===== config.mk =====
export PLATFORM = sky130hd
export DESIGN_NAME = corr_spi_streamer
export DESIGN_NICKNAME = d
export VERILOG_FILES = /design/src/rtl/corr_spi_streamer.sv
export SDC_FILE = /design/constraint.sdc
export NUM_CORES = 1
export LEC_CHECK = 0
export CAP_MARGIN = 20
export CORE_MARGIN = 2
export CORE_UTILIZATION = 55
export DETAILED_ROUTE_END_ITERATION = 6
export GPL_ROUTABILITY_DRIVEN = 0
export GPL_TIMING_DRIVEN = 0
export PLACE_DENSITY = 0.74
export SLEW_MARGIN = 20
export SYNTH_ARGS = -nofsm -noshare
export SYNTH_HDL_FRONTEND = slang
export SYNTH_SLANG_ARGS = --single-unit

===== constraint.sdc =====
create_clock -name clk -period 9.5 [get_ports clk]
set_input_delay 1.9 -clock clk [delete_from_list [all_inputs] [get_ports clk]]
set_output_delay 1.9 -clock clk [all_outputs]
set_load 0.05 [all_outputs]

===== src/rtl/corr_spi_streamer.sv =====
// Multi-channel correlator result capture, record FIFO and SPI mode-0 frame streamer.
// Each record goes out as HEADER, channel, seq, I[15:0], Q[15:0], MSB first.
module corr_spi_streamer #(
  parameter int          CHANNELS   = 4,
  parameter int          ACC_W      = 14,
  parameter int          FIFO_DEPTH = 8,
  parameter int          CLK_DIV    = 4,
  parameter logic [7:0]  HEADER     = 8'hA5
) (
  input  logic                                clk,
  input  logic                                rst,
  input  logic [CHANNELS*ACC_W-1:0]           ch_i,
  input  logic [CHANNELS*ACC_W-1:0]           ch_q,
  input  logic [CHANNELS-1:0]                 ch_ready,
  input  logic                                ovf_clr,
  output logic                                spi_clk,
  output logic                                mosi,
  output logic                                spi_ss,
  output logic                                overflow,
  output logic [$clog2(FIFO_DEPTH):0]         fifo_level,
  output logic                                busy,
  output logic [2:0]                          fsm_state
);

  localparam int LW   = $clog2(FIFO_DEPTH) + 1;
  localparam int AW   = $clog2(FIFO_DEPTH);
  localparam int DIVW = (CLK_DIV > 1) ? $clog2(CLK_DIV) : 1;
  localparam int RW   = 40;

  typedef enum logic [2:0] {IDLE, SETUP, SHIFT, HOLD, GAP} state_t;

  function automatic logic [15:0] sext(input logic [ACC_W-1:0] v);
    return 16'($signed(v));
  endfunction

  // Capture side
  logic [ACC_W-1:0]    hold_i [CHANNELS];
  logic [ACC_W-1:0]    hold_q [CHANNELS];
  logic [CHANNELS-1:0] pending;
  logic [CHANNELS-1:0] drain_sel;
  logic [RW-1:0]       drain_rec;
  logic                push;
  logic                pop;

  // FIFO
  logic [RW-1:0] mem [FIFO_DEPTH];
  logic [AW-1:0] wr_ptr;
  logic [AW-1:0] rd_ptr;
  logic [LW-1:0] count;
  logic          fifo_full;
  logic [RW-1:0] rd_rec;

  assign fifo_full = (count == LW'(FIFO_DEPTH));
  assign rd_rec    = mem[rd_ptr];

  // Lowest-index pending channel wins; descending loop leaves it last.
  always_comb begin
    drain_sel = '0;
    drain_rec = '0;
    for (int n = CHANNELS - 1; n >= 0; n--) begin
      if (pending[n]) begin
        drain_sel    = '0;
        drain_sel[n] = 1'b1;
        drain_rec    = {8'(n), sext(hold_i[n]), sext(hold_q[n])};
      end
    end
    push = (|pending) && !fifo_full;
    if (!push) drain_sel = '0;
  end

  always_ff @(posedge clk or posedge rst) begin
    if (rst) begin
      pending  <= '0;
      overflow <= 1'b0;
      for (int n = 0; n < CHANNELS; n++) begin
        hold_i[n] <= '0;
        hold_q[n] <= '0;
      end
    end else begin
      for (int n = 0; n < CHANNELS; n++) begin
        if (ch_ready[n]) begin
          hold_i[n] <= ch_i[n*ACC_W +: ACC_W];
          hold_q[n] <= ch_q[n*ACC_W +: ACC_W];
        end
      end
      pending <= (pending & ~drain_sel) | ch_ready;
      // An overwrite in the same cycle as a clear keeps the flag set.
      if (|(ch_ready & pending & ~drain_sel)) overflow <= 1'b1;
      else if (ovf_clr)                       overflow <= 1'b0;
    end
  end

  always_ff @(posedge clk) begin
    if (push) mem[wr_ptr] <= drain_rec;
  end

  always_ff @(posedge clk or posedge rst) begin
    if (rst) begin
      wr_ptr <= '0;
      rd_ptr <= '0;
      count  <= '0;
    end else begin
      if (push) wr_ptr <= wr_ptr + 1'b1;
      if (pop)  rd_ptr <= rd_ptr + 1'b1;
      if (push && !pop)      count <= count + LW'(1);
      else if (pop && !push) count <= count - LW'(1);
    end
  end

  assign fifo_level = count;

  // SPI framing FSM
  state_t            state, state_n;
  logic [DIVW-1:0]   div_cnt, div_n;
  logic [6:0]        half_cnt, half_n;
  logic [55:0]       shreg, shreg_n;
  logic [7:0]        seq, seq_n;
  logic              sclk_n, mosi_n, ss_n;
  logic              half_end;

  assign half_end = (div_cnt == DIVW'(CLK_DIV - 1));

  always_ff @(posedge clk or posedge rst) begin
    if (rst) begin
      state    <= IDLE;
      div_cnt  <= '0;
      half_cnt <= '0;
      shreg    <= '0;
      seq      <= '0;
      spi_clk  <= 1'b0;
      mosi     <= 1'b0;
      spi_ss   <= 1'b1;
    end else begin
      state    <= state_n;
      div_cnt  <= div_n;
      half_cnt <= half_n;
      shreg    <= shreg_n;
      seq      <= seq_n;
      spi_clk  <= sclk_n;
      mosi     <= mosi_n;
      spi_ss   <= ss_n;
    end
  end

  always_comb begin
    state_n = state;
    div_n   = DIVW'(div_cnt + 1'b1);
    half_n  = half_cnt;
    shreg_n = shreg;
    seq_n   = seq;
    sclk_n  = spi_clk;
    mosi_n  = mosi;
    ss_n    = spi_ss;
    pop     = 1'b0;
    case (state)
      IDLE: begin
        div_n = '0;
        if (count != '0) begin
          pop     = 1'b1;
          shreg_n = {HEADER, rd_rec[39:32], seq, rd_rec[31:0]};
          mosi_n  = HEADER[7];
          ss_n    = 1'b0;
          state_n = SETUP;
        end
      end
      SETUP: begin
        if (half_end) begin
          div_n   = '0;
          half_n  = '0;
          state_n = SHIFT;
        end
      end
      SHIFT: begin
        // Even half-periods end with a rising edge, odd ones with a falling edge.
        if (half_end) begin
          div_n  = '0;
          half_n = half_cnt + 7'd1;
          if (!half_cnt[0]) begin
            sclk_n = 1'b1;
          end else begin
            sclk_n  = 1'b0;
            shreg_n = {shreg[54:0], 1'b0};
            mosi_n  = shreg[54];
            if (half_cnt == 7'd111) state_n = HOLD;
          end
        end
      end
      HOLD: begin
        if (half_end) begin
          div_n   = '0;
          ss_n    = 1'b1;
          mosi_n  = 1'b0;
          seq_n   = seq + 8'd1;
          state_n = GAP;
        end
      end
      GAP: begin
        if (half_end) begin
          div_n   = '0;
          state_n = IDLE;
        end
      end
      default: state_n = IDLE;
    endcase
  end

  assign busy      = (state != IDLE);
  assign fsm_state = state;

endmodule


==> results_dict.tcl, run 1 <==
set metrics [dict create \
    cts_hold_buf 0 \
    antennaDiodeCount 0 \
    setup_viol 0 \
    place_ws_ps 5670 \
    slew_viol_final 0 \
    worst-slew-pin-transition_ps 1050 \
    syn_inst 1202 \
    grt_pass1_vias 11200 \
    syn_avg_cell_area_um2 15.2 \
    routed_wl_mm 40.6 \
    drive_gt1_share_pct 21.4 \
    grt-ovfl-total 0 \
    finalNetCount 1521 \
    drv_cap 0 \
    hold_path_depth 1 \
    required_ps 7600 \
    synth_top_area_cell "edfxtp_1" \
    ys_types 54 \
    synth_fa_ha_area_share_pct 0.713 \
    initial_utilization_pct 56.0 \
    grt_start_max_net_pins 97 \
    yosys.area_share.simple_pct 6.42 \
    io_pins 131 \
    holdCritPathClass "reg -> reg" \
    drc 0 \
    syn-num-nets 1330 \
    fmax_ghz 0.226 \
    cts_tree "yes" \
    die_h_um 186 \
    async_flop_share_pct 46.1 \
    fin_crit_ps 4430 \
    vias 10800 \
    clk_pin_slew_ps 60 \
    yosysWarnings 0 \
    synth_top_family_by_area "multiplexers" \
    cts_sinks 445 \
    clock_latency_ps 560 \
    power.leakage_nw 8.07 \
    fin_util_pct 67.2 \
    power_density_mw_per_mm2 240 \
    synthMuxAreaShare_pct 14.8 \
    netlist.area_leader.share_pct 39.5 \
    hpwl_mm 28.1 \
    drt-pass1-iter-count 5 \
    ir_worst_vdd_uv 155 \
    yosys-top-cells-area "edfxtp_1 (39%), dfrtp_1 (28%), mux4_2 (7.4%)" \
    status "finished clean" \
    finalHoldViolCount 0 \
    cts_setup_buffers 0 \
    worst_slack_ps 5070 \
    max-slew-margin-rel_pct 29.3 \
    synth_compound_area_share_pct 7.50 \
    finClkSkew_ps 16.7 \
    worstRegToRegCells 9 \
    path_max_fanout 10 \
    endpoint_kind "primary output" \
    cts.repair.resized 0 \
    drt_iter0_drc 852 \
    placementRows 66 \
    routed_via_density 5.78 \
    ant_nets 0 \
    final_cell_mix "edfxtp_1 (240), dfrtp_1 (204), clkdlybuf4s50_1 (126)" \
    start_kind "flip-flop" \
    antenna_found_initial 0 \
    clock_path_buffers 3 \
    port_buffers 126 \
    core_area_mm2 0.0326 \
    rsz0062_at_grt "no" \
    die_w_um 186 \
    cts_root_buffer "clkbuf_16" \
    ys_seq_elements 445 \
    synthXorXnorAreaFrac_pct 0.719 \
    htreeDepth 2 \
    cts_buffers 46 \
    critPathArrivalTime_ps 2530 \
    wire_per_inst_um 21.7 \
    dp_cells 1786 \
    grt_use_total_pct 24.4 \
    worst-setup-path-type "reg -> out" \
    ys.flop_type "edfxtp_1" \
    syn_to_final_growth_pct 20.1 \
    synth_edf_count 240 \
    grt_pass1_wl_mm 63.2 \
    timing.final.crit_share_pct 46.7 \
    final_common_cell "edfxtp_1" \
    p_total_w 0.00527 \
    synthesis.area_mm2 0.0183 \
    yosysSeqAreaShare_pct 67.6 \
    stdcell_count 1873 \
    die-area_mm2 0.0347 \
]
## synthesized netlist by cell type (all sizes together) (4+ instances only)
master,instances
a211oi,27
a21o,4
a21oi,58
a221o,12
a22o,11
a31oi,11
and2,4
buf,27
clkbuf,54
dfrtp,204
edfxtp,240
ha,8
inv,8
mux2,118
mux4,60
nand2,112
nand2b,4
nand3,5
nand3b,26
nand4,4
nor2,36
nor2b,29
nor3,10
o21ai,86
xnor2,8
xor2,7
## cell families after synthesis
group,count (synthesis)
DFF,445
adders and majority gates,10
buffers and inverters,89
AOI/OAI and AO/OA,223
and+or+nand+nor,240
muxes,180
xor gates and xnor gates,15
## routing by layer
metal	global-route usage, %	vias to the layer above	share of wire, %	routed length [µm]
li1	-	4920	-	-
met1	32.0	5492	41	16500
met2	41.9	372	51	20500
met3	5.59	43	7.2	2930
met4	5.64	0	1.5	625
met5	0	-	0	0
## worst max-delay path, cell delays in order (launching register included)
cell and delay [ps]:
dfrtp_1 390, clkbuf_1 220, nor3_2 540, inv_1 110
clkdlybuf4s50_1 720
## through the flow
step                      TNS, ps  hold slack (ps)  instance area [µm²]
after floorplan                 0              407                18300
after global placement    -166850              422                20100
after detailed placement        0              450                20400
after CTS                       0              469                21900
after global routing            0              473                21900
final                           0              463                21900
## power by group
part           switching (W)  internal [W]
Sequential          0.000124       0.00250
Combinational       0.000512      0.000349
Clock               0.000753       0.00103
Total                0.00139       0.00388
## final cells by class
cell class | count | area (µm²)
fill | 2215 | 10700
buffer | 81 | 389
multi-input combinational | 668 | 5560
timing repair buffer | 143 | 1540
clock inverter | 34 | 303
sequential | 445 | 12300
tap | 442 | 553
clock buffer | 52 | 1200
inverter | 8 | 37.5
## registers in the layout, indices dropped and copies added, names as in the netlist
| name | count |
|---|---|
| wr_ptr | 3 |
| overflow | 1 |
| mosi | 1 |
| hold_q | 56 |
| spi_clk | 1 |
| mem | 240 |
| div_cnt | 2 |
| hold_i | 56 |
| shreg | 55 |
| seq | 8 |
| rd_ptr | 3 |
| fsm_state | 3 |
| fifo_level | 4 |
| half_cnt | 7 |
| pending | 4 |
| spi_ss | 1 |
## path summary, 6_finish.rpt
| check | slack (ps) | from | endpoint |
|---|---|---|---|
| hold reg to reg | 460 | div_cnt[0] | div_cnt[0] |
| setup / recovery | 5070 | fsm_state[2] | busy |
| max in group asynchronous | 6720 | rst | spi_ss |
| setup reg to reg | 6190 | fifo_level[0] | fifo_level[3] |
| hold / removal | 460 | div_cnt[0] | div_cnt[0] |
| min in group asynchronous | 1660 | rst | hold_q[18] |
Power figures use the tool's default switching activity.
==> run 2, diff against run 1 <==
==> constraint.sdc (replaced) <==
create_clock -name clk -period 4.5 [get_ports clk]
set_input_delay 0.9 -clock clk [delete_from_list [all_inputs] [get_ports clk]]
set_output_delay 0.9 -clock clk [all_outputs]
set_load 0.05 [all_outputs]
==> run 2 against run 1 <==
Compared with the run above:
- highest routed layer unchanged
- non-clock buffer count grew 5
- final cell count grew 0.16%
- critical endpoint unchanged
- clock skew grew 5.4 ps
- clock power grew 110%
- hold slack lost 32 ps
- largest power group unchanged
- critical path depth is the same
- global-route usage grew 0.70 points
- setup slack lost 4000 ps
- first-iteration DRC count shrank 4.3%
==> results_dict.tcl, run 2 (synthesis results as in run 1) <==
set metrics [dict create \
    cts_sinks 445 \
    cp-startpoint "fsm_state[2]" \
    routed_via_density 5.83 \
    globalRouteMet1Util_pct 33.0 \
    core_area_mm2 0.0326 \
    port_buffers 126 \
    top_register "mem" \
    drive_gt1_share_pct 21.4 \
    io_pins 131 \
    cts_tree "yes" \
    setup_viol 0 \
    placementRows 66 \
    die_w_um 186 \
    rrSetupSlack_ps 1360 \
    die-area_mm2 0.0347 \
    final_common_cell "edfxtp_1" \
    final_cell_mix "edfxtp_1 (240), dfrtp_1 (204), clkdlybuf4s50_1 (126)" \
    finClkSkew_ps 22.1 \
    endpoint_kind "primary output" \
    status "finished clean" \
    tns_ps 0 \
    grt_pass1_wl_mm 64.8 \
    wire_per_inst_um 21.9 \
    grtUsageMet2_pct 42.5 \
    cts_hold_buf 0 \
    grt-busiest-layer "met2" \
    htreeDepth 2 \
    largest_register_ffs 240 \
    grt_use_total_pct 25.1 \
    start_kind "flip-flop" \
    stdcell_count 1876 \
    hpwl_mm 28.3 \
    initial_utilization_pct 56.0 \
    ir_worst_vdd_uv 295 \
    fmax_ghz 0.295 \
    rsz0062_at_grt "no" \
    timing.final.crit_share_pct 75.3 \
    cts_setup_buffers 0 \
    syn_to_final_growth_pct 20.6 \
    clock_path_buffers 3 \
    grt-ovfl-total 0 \
    holdCritPathClass "reg -> reg" \
    rr_startpoint "fifo_level[2]" \
    drc 0 \
    worst_slack_ps 1110 \
    routed_wl_mm 41.1 \
    grt_use_met3_pct 5.61 \
    dp_cells 1790 \
    path_max_fanout 10 \
    cts_root_buffer "clkbuf_16" \
    worst-slew-pin-transition_ps 1080 \
    finalNetCount 1525 \
    antenna_found_initial 1 \
    worst-setup-path-type "reg -> out" \
    grt_start_max_net_pins 33 \
    clk_pin_slew_ps 60 \
    cts.repair.resized 0 \
    ant_nets 0 \
    largestRegisters "mem x240, hold_i x56, hold_q x56" \
    vias 10900 \
    fin_crit_ps 3390 \
    max-slew-margin-rel_pct 27.3 \
    drt_iter0_drc 815 \
    slew_viol_final 0 \
    cp-endpoint "busy" \
    nFillCells 2228 \
    cts_buffers 45 \
    clock_latency_ps 560 \
    grt_pass1_vias 11500 \
    place_ws_ps 1390 \
    critPathArrivalTime_ps 2490 \
    worstRegToRegCells 9 \
    die_h_um 186 \
    timing.rr.end "fifo_level[3]" \
    required_ps 3600 \
    finalHoldViolCount 0 \
    power_density_mw_per_mm2 507 \
    power.leakage_nw 8.11 \
    drt-pass1-iter-count 5 \
    drv_cap 0 \
]
run 2: cell count changes in the layout (fill, tap and decap cells not counted), sizes merged, moves of 2 or more:
cell      before  now
buf           43   47
clkbuf       107  114
bufinv         4    6
inv           12    7
clkinv        21   18
clkinvlp       5    2
run 2: worst min-delay path by stage:
stage,startpoint,end,slack [ps],cells past startpoint
final,div_cnt[0],div_cnt[0],430,1
after global routing,div_cnt[0],div_cnt[0],460,1
after CTS,div_cnt[0],div_cnt[0],440,1
after detailed placement,div_cnt[0],div_cnt[0],430,1
after global placement,div_cnt[0],div_cnt[0],420,1
after floorplan,div_cnt[0],div_cnt[0],410,1
run 2: per-stage QoR:
stage,util (%),area (µm²),hold slack (ps),total power (W)
2_1_floorplan,-,18300,407,0.00658
3_3_place_gp,61.6,20100,421,0.00715
3_5_place_dp,62.8,20500,431,0.00743
4_1_cts,67.4,22000,439,0.0112
5_1_grt,67.5,22000,460,0.0116
6_report,67.5,22000,431,0.0112
run 2: area by class of cell:
type                       count  area (µm²)  area share (%)
inverter                       8        33.8           0.153
clock inverter                25         279            1.27
multi-input combinational    668        5560            25.3
timing repair buffer         148        1630            7.40
antenna                        1        2.50          0.0114
clock buffer                  58        1230            5.57
buffer                        81         389            1.77
sequential                   445       12300            56.0
tap                          442         553            2.51
run 2: power breakdown:
part           internal, W  switching (W)
sequential         0.00528       0.000267
clock              0.00227        0.00152
combinational     0.000737        0.00108
total              0.00829        0.00286
run 2: worst max-delay path, stage by stage, from the launching register on:
cell and delay, ps:
dfrtp_1 390, clkbuf_1 220, nor3_2 500, inv_1 110, clkdlybuf4s50_1 720
run 2: layer usage:
layer,up-vias,routed length [µm]
met2,376,20600
met4,0,899
met3,74,2850
li1,4925,-
met5,-,0
met1,5555,16800
